<file path="src/rtl/fifo_pkg.sv">
// rtl/fifo_pkg.sv - write-side FIFO constants, arbiter state type and index wrap helper
package fifo_pkg;

    localparam int FIFO_DEPTH = 45;
    localparam int PTR_W      = 6;
    localparam int PTR_MIN    = 9;
    localparam int PTR_MAX    = 54;

    typedef enum logic {IDLE, GRANT} wr_arb_state_t;

    // NREQ need not be a power of two, so wrap is explicit rather than by overflow
    function automatic int wrap_inc(input int idx, input int n);
        return (idx + 1 >= n) ? 0 : idx + 1;
    endfunction

endpackage

</file>
<file path="src/rtl/fifo_wr_arbiter_if.sv">
// rtl/fifo_wr_arbiter_if.sv - requester handshake and FIFO write-side bundle for fifo_wr_arbiter
interface fifo_wr_arbiter_if #(
    parameter int NREQ = 4,
    parameter int DW   = 8
);
    logic [NREQ-1:0]         req_valid;
    logic [NREQ*DW-1:0]      req_data;
    logic [NREQ-1:0]         req_last;
    logic [NREQ-1:0]         req_ready;
    logic                    full;
    logic                    wen;
    logic [DW-1:0]           wdata;
    logic [$clog2(NREQ)-1:0] grant_id;
    logic                    busy;

    modport master (
        output req_valid, req_data, req_last, full,
        input  req_ready, wen, wdata, grant_id, busy
    );

    modport slave (
        input  req_valid, req_data, req_last, full,
        output req_ready, wen, wdata, grant_id, busy
    );
endinterface

</file>
<file path="src/rtl/fifo_wr_arbiter_rr_pick.sv">
// rtl/fifo_wr_arbiter_rr_pick.sv - combinational round-robin picker: first set bit at or after start
module rr_pick #(
    parameter  int NREQ = 4,
    localparam int IW   = $clog2(NREQ)
) (
    input  logic [NREQ-1:0] req,
    input  logic [IW-1:0]   start,
    output logic            found,
    output logic [IW-1:0]   idx
);

    always_comb begin
        int c;
        found = 1'b0;
        idx   = '0;
        c     = 0;
        for (int k = 0; k < NREQ; k++) begin
            c = (int'(start) + k) % NREQ;
            if (!found && req[IW'(c)]) begin
                found = 1'b1;
                idx   = IW'(c);
            end
        end
    end

endmodule

</file>
<file path="src/rtl/fifo_wr_arbiter.sv">
// rtl/fifo_wr_arbiter.sv - round-robin arbiter sharing the FIFO write port between NREQ requesters
// Optional FIFO_WR_ARB_LOCK_EN: grant is held until the owner's req_last beat transfers.
module fifo_wr_arbiter
    import fifo_pkg::*;
#(
    parameter int NREQ = 4,
    parameter int DW   = 8
) (
    input logic              wclk,
    input logic              wrst_n,
    fifo_wr_arbiter_if.slave bus
);

    localparam int IW = $clog2(NREQ);

    wr_arb_state_t state_q, state_d;
    logic [IW-1:0] grant_q, grant_d;
    logic [IW-1:0] rr_q, rr_d;
    logic [IW-1:0] grant_inc, pick_start, pick_idx;
    logic          pick_found;
    logic          xfer;
    logic          owner_last;
    logic          release_beat;

    assign grant_inc = IW'(wrap_inc(int'(grant_q), NREQ));

    // full is used combinationally so wen can never coincide with full=1
    always_comb begin
        bus.req_ready = '0;
        bus.wen       = 1'b0;
        bus.wdata     = '0;
        xfer          = 1'b0;
        owner_last    = 1'b0;
        if (state_q == GRANT) begin
            bus.req_ready[grant_q] = ~bus.full;
            bus.wdata              = bus.req_data[grant_q*DW +: DW];
            xfer                   = bus.req_valid[grant_q] & ~bus.full;
            owner_last             = bus.req_last[grant_q];
            bus.wen                = xfer;
        end
    end

`ifdef FIFO_WR_ARB_LOCK_EN
    assign release_beat = xfer & owner_last;
`else
    logic unused_last;
    assign unused_last  = owner_last;
    assign release_beat = xfer;
`endif

    // On release the search restarts just past the owner, so it only wins again if alone
    assign pick_start = release_beat ? grant_inc : rr_q;

    rr_pick #(.NREQ(NREQ)) u_rr_pick (
        .req   (bus.req_valid),
        .start (pick_start),
        .found (pick_found),
        .idx   (pick_idx)
    );

    always_comb begin
        state_d = state_q;
        grant_d = grant_q;
        rr_d    = rr_q;
        if (state_q == IDLE) begin
            if (pick_found) begin
                state_d = GRANT;
                grant_d = pick_idx;
            end
        end else if (release_beat) begin
            rr_d = grant_inc;
            if (pick_found) begin
                grant_d = pick_idx;
            end else begin
                state_d = IDLE;
            end
        end
    end

    always_ff @(posedge wclk or negedge wrst_n) begin
        if (!wrst_n) begin
            state_q <= IDLE;
            grant_q <= '0;
            rr_q    <= '0;
        end else begin
            state_q <= state_d;
            grant_q <= grant_d;
            rr_q    <= rr_d;
        end
    end

    assign bus.busy     = (state_q == GRANT);
    assign bus.grant_id = grant_q;

endmodule

</file>
<file path="src/flat_wrapper.sv">
// flat-port wrapper written by rule: the top's interface ports become plain ports
module fifo_wr_arbiter_flat import fifo_pkg::*;
#(
    parameter int NREQ = 4,
    parameter int DW   = 8
)
  (wclk, wrst_n, bus_req_valid, bus_req_data, bus_req_last, bus_full, bus_req_ready, bus_wen, bus_wdata, bus_grant_id, bus_busy);
  fifo_wr_arbiter_if #(.NREQ(NREQ), .DW(DW)) bus_i ();
  input logic wclk;
  input logic wrst_n;
  input wire logic [$bits(bus_i.req_valid)-1:0] bus_req_valid;
  input wire logic [$bits(bus_i.req_data)-1:0] bus_req_data;
  input wire logic [$bits(bus_i.req_last)-1:0] bus_req_last;
  input wire logic [$bits(bus_i.full)-1:0] bus_full;
  output wire logic [$bits(bus_i.req_ready)-1:0] bus_req_ready;
  output wire logic [$bits(bus_i.wen)-1:0] bus_wen;
  output wire logic [$bits(bus_i.wdata)-1:0] bus_wdata;
  output wire logic [$bits(bus_i.grant_id)-1:0] bus_grant_id;
  output wire logic [$bits(bus_i.busy)-1:0] bus_busy;
  assign bus_i.req_valid = bus_req_valid;
  assign bus_i.req_data = bus_req_data;
  assign bus_i.req_last = bus_req_last;
  assign bus_i.full = bus_full;
  assign bus_req_ready = bus_i.req_ready;
  assign bus_wen = bus_i.wen;
  assign bus_wdata = bus_i.wdata;
  assign bus_grant_id = bus_i.grant_id;
  assign bus_busy = bus_i.busy;
  fifo_wr_arbiter #(.NREQ(NREQ), .DW(DW)) u_core (.wclk(wclk), .wrst_n(wrst_n), .bus(bus_i));
endmodule
</file>
<file path="config.mk">
export PLATFORM = sky130hd
export DESIGN_NAME = fifo_wr_arbiter_flat
export DESIGN_NICKNAME = d
export VERILOG_FILES = /design/src/rtl/fifo_pkg.sv /design/src/rtl/fifo_wr_arbiter_if.sv /design/src/rtl/fifo_wr_arbiter_rr_pick.sv /design/src/rtl/fifo_wr_arbiter.sv /design/src/flat_wrapper.sv
export SDC_FILE = /design/constraint.sdc
export NUM_CORES = 1
export LEC_CHECK = 0
export BUFFER_PORTS_ARGS = -buffer_cell sky130_fd_sc_hd__buf_2
export CAP_MARGIN = 40
export CORE_MARGIN = 2
export CORE_UTILIZATION = 37
export DETAILED_ROUTE_END_ITERATION = 7
export GPL_ROUTABILITY_DRIVEN = 0
export PLACE_DENSITY = 0.78
export SYNTH_ARGS = -nofsm -noshare
export SYNTH_HDL_FRONTEND = slang
export SYNTH_SLANG_ARGS = --single-unit
</file>
<file path="constraint.sdc">
create_clock -name wclk -period 2.25 [get_ports wclk]
set_input_delay 0.225 -clock wclk [delete_from_list [all_inputs] [get_ports wclk]]
set_output_delay 0.225 -clock wclk [all_outputs]
set_load 0.01 [all_outputs]
</file>
==> qor.csv <==
stage,metric,value,unit
floorplan,core_area,2170,um2
clock_tree,clock-root-buffer,clkbuf_4,
worst_hold_path,hp-class,input port to flop,
sta,hold_viol_final,0,
placement,hpwlAfterDp,1770,um
clock_tree,cts_buffer_depth,2,
floorplan,initial_core_util,0.382,
clock_tree,post_cts_buffers,0,
status,status,"finished, final reports clean",
sta,grt_setup_unrepaired,no,
route,dr_total_vias,874,
pwr,p_per_area,1000,nW/um2
route,routedWlPerCell,12.7,um
layout,area_growth,42.5,%
placement,portBuffers,54,
sta,finalSetupTns,0,ps
placement,dp.cells,161,
global_route,grt_max_degree,15,
synth,synth-edff-count,0,
sta,relSlewSlack,0.531,
layout,stdcell_count,166,
floorplan,dieArea,2640,um2
pwr,internal_power,0.000677,W
clock_tree,clkLatencyLatePin,240,ps
route,first_iter_violations,20,
clock_tree,cts_tree,done,
worst_setup_path,crit_arrival,2240,ps
global_route,grt_pass1_vias,874,
route,routed_wl,2100,um
pwr,p_sw,0.000511,W
synth,ys_seq_area_frac,0.151,
layout,stdcell_area,1180,um2
clock_tree,cts_made_buffers,3,
pwr,power.leakage,0.572,nW
job,max_cap_violations,0,
sta,worst_slew_pin_slew,694,ps
route,drt.antenna.violating_nets,0,
worst_setup_path,worstSetupEndpointType,flop,
synth,synth_cells,81,
worst_setup_path,path_class,flop to flop,
layout,drive_above_1_share,0.572,
pwr,clkPwrFrac,0.085,
placement,placed_area,1140,um2
clock_tree,ctsHtreeMaxLevel,1,
floorplan,rows,17,
global_route,grtUsageTotal,0.165,
pwr,p_total,0.00119,W
global_route,grt.overflow.total,0,
synth,synth_warnings,0,
synth,syn_nets,129,
clock_tree,cts.sinks,5,
layout,finalNetCount,187,
global_route,antenna_found_initial,0,
synth,syn-mean-instance-area,10.2,um2
sta,finalCriticalPeriod,2090,ps
global_route,grt_first_pass_wirelength,3440,um
clock_tree,clkTransAtPathRegs,40,ps
pwr,pwr-share-seq,0.138,
sta,finalSetupViolCount,0,
route,drcViolationCount,0,
pwr,sw_frac_of_total,0.430,
sta,slew_viol_final,0,
synth,synth_ff_type,dfrtp_1,
sta,fin_ws,163,ps
placement,post-place-ws,83.9,ps
route,avgViaCountPerCell,5.27,
synth,synth_cell_types,31,
synth,async_flop_share,1.00,
synth,syn_area,830,um2
route,firstDrtPassIters,4,
pwr,vdd_drop_max,550,uV
synth,synth_seq_cells,5,
pwr,comb_power_share,0.777,
floorplan,die_w,51.4,um
sta,period_share,0.928,
worst_setup_path,startpoint_type,flop,
sta,skew,4.79,ps
sta,fmax,0.479,GHz
worst_setup_path,path_max_fanout,9,
floorplan,ios,59,
layout,diodes,0,
floorplan,die_h,51.4,um
worst_setup_path,cp_data_required_time,2410,ps
==> routing by layer <==
metal	GRT usage	up-vias	routed length (um)
met3	0.0117	2	54
met1	0.199	424	825
li1	-	430	-
met2	0.307	18	1210
met5	0	-	0
met4	0.0570	0	8
==> logic make-up after synthesis <==
group / count (synthesis) / synth area share
AO/OA/AOI/OAI: 14 / 0.170
multiplexers: 14 / 0.305
buffers and inverters: 12 / 0.0694
adder cells (fa/ha/maj): 5 / 0.0754
flip-flops: 5 / 0.151
AND/OR/NAND/NOR: 31 / 0.229
==> timing repair <==
item	4_1_cts	5_1_grt
hold buffers	1	0
hold endpoints to repair	5	0
gates resized for setup	0	2
setup endpoints to repair	0	1
==> final cells by class <==
class	instances	area (um2)
Sequential cell	5	128
Fill cell	218	987
Timing Repair Buffer	60	318
Tap cell	28	35.0
Clock buffer	4	26.3
Inverter	5	18.8
Multi-Input combinational cell	64	657
==> cell usage after synthesis (2+ instances only) <==
| library cell | number | area, um2 |
|---|---|---|
| a31oi_1 | 2 | 12.5 |
| and2_1 | 13 | 81.3 |
| buf_2 | 4 | 20.0 |
| clkbuf_1 | 2 | 7.51 |
| dfrtp_1 | 5 | 125 |
| ha_1 | 5 | 62.6 |
| inv_1 | 5 | 18.8 |
| mux2i_1 | 5 | 50.1 |
| mux4_2 | 9 | 203 |
| nand2_1 | 6 | 22.5 |
| nand3_1 | 2 | 10.0 |
| nor4_1 | 2 | 12.5 |
| o221ai_1 | 2 | 17.5 |
| o41ai_1 | 2 | 17.5 |
==> sequential cells by signal, summed over array words and instances, names as in the netlist <==
name,count
u_core.rr_q,2
u_core.bus.grant_id,2
u_core.bus.busy,1
==> placed cells by master (no fill, tap or decap), types with 2 or more instances in the layout <==
cell type  instances
inv_1              5
mux2i_1            5
a31oi_1            2
clkbuf_4           3
mux4_2             9
nand2_1            5
and2_1            13
buf_4              5
buf_2             54
nor4_1             2
dfrtp_1            3
ha_1               5
o221ai_1           2
nand3_1            2
dfrtp_2            2
==> path summary, 6_finish.rpt <==
kind,from,to,slack (ps),cells past startpoint
max,u_core.bus.grant_id[0],u_core.bus.grant_id[1],160,5
min,bus_req_valid[3],u_core.bus.busy,320,3
max reg2reg,u_core.bus.grant_id[0],u_core.bus.grant_id[1],160,5
min reg2reg,u_core.rr_q[0],u_core.rr_q[0],660,2
max in group asynchronous,wrst_n,u_core.bus.grant_id[0],1780,2
min in group asynchronous,wrst_n,u_core.rr_q[0],330,2
==> power groups by stage <==
stage / combinational (W) / clock [W] / sequential, W
2_1_floorplan: 0.000644 / 0 / 0.000184
3_3_place_gp: 0.000890 / 0 / 0.000164
3_5_place_dp: 0.000913 / 0 / 0.000166
4_1_cts: 0.000916 / 0.000104 / 0.000165
5_1_grt: 0.00102 / 0.000111 / 0.000170
6_report: 0.000923 / 0.000101 / 0.000163
==> worst max-delay path, cell delays in order (launching register included) <==
cell and delay [ps]:
dfrtp_2 430, or3b_4 420, or3_1 480, a2111oi_4 390, mux2i_1 120, a31oi_1 160
==> per-stage QoR <==
step	utilization	hold WS (ps)
2_1_floorplan	-	-70.6
3_3_place_gp	0.524	36.7
3_5_place_dp	0.524	40.2
4_1_cts	0.540	309
5_1_grt	0.545	319
6_report	0.545	322
No activity file was read; power rests on OpenSTA's default activity.
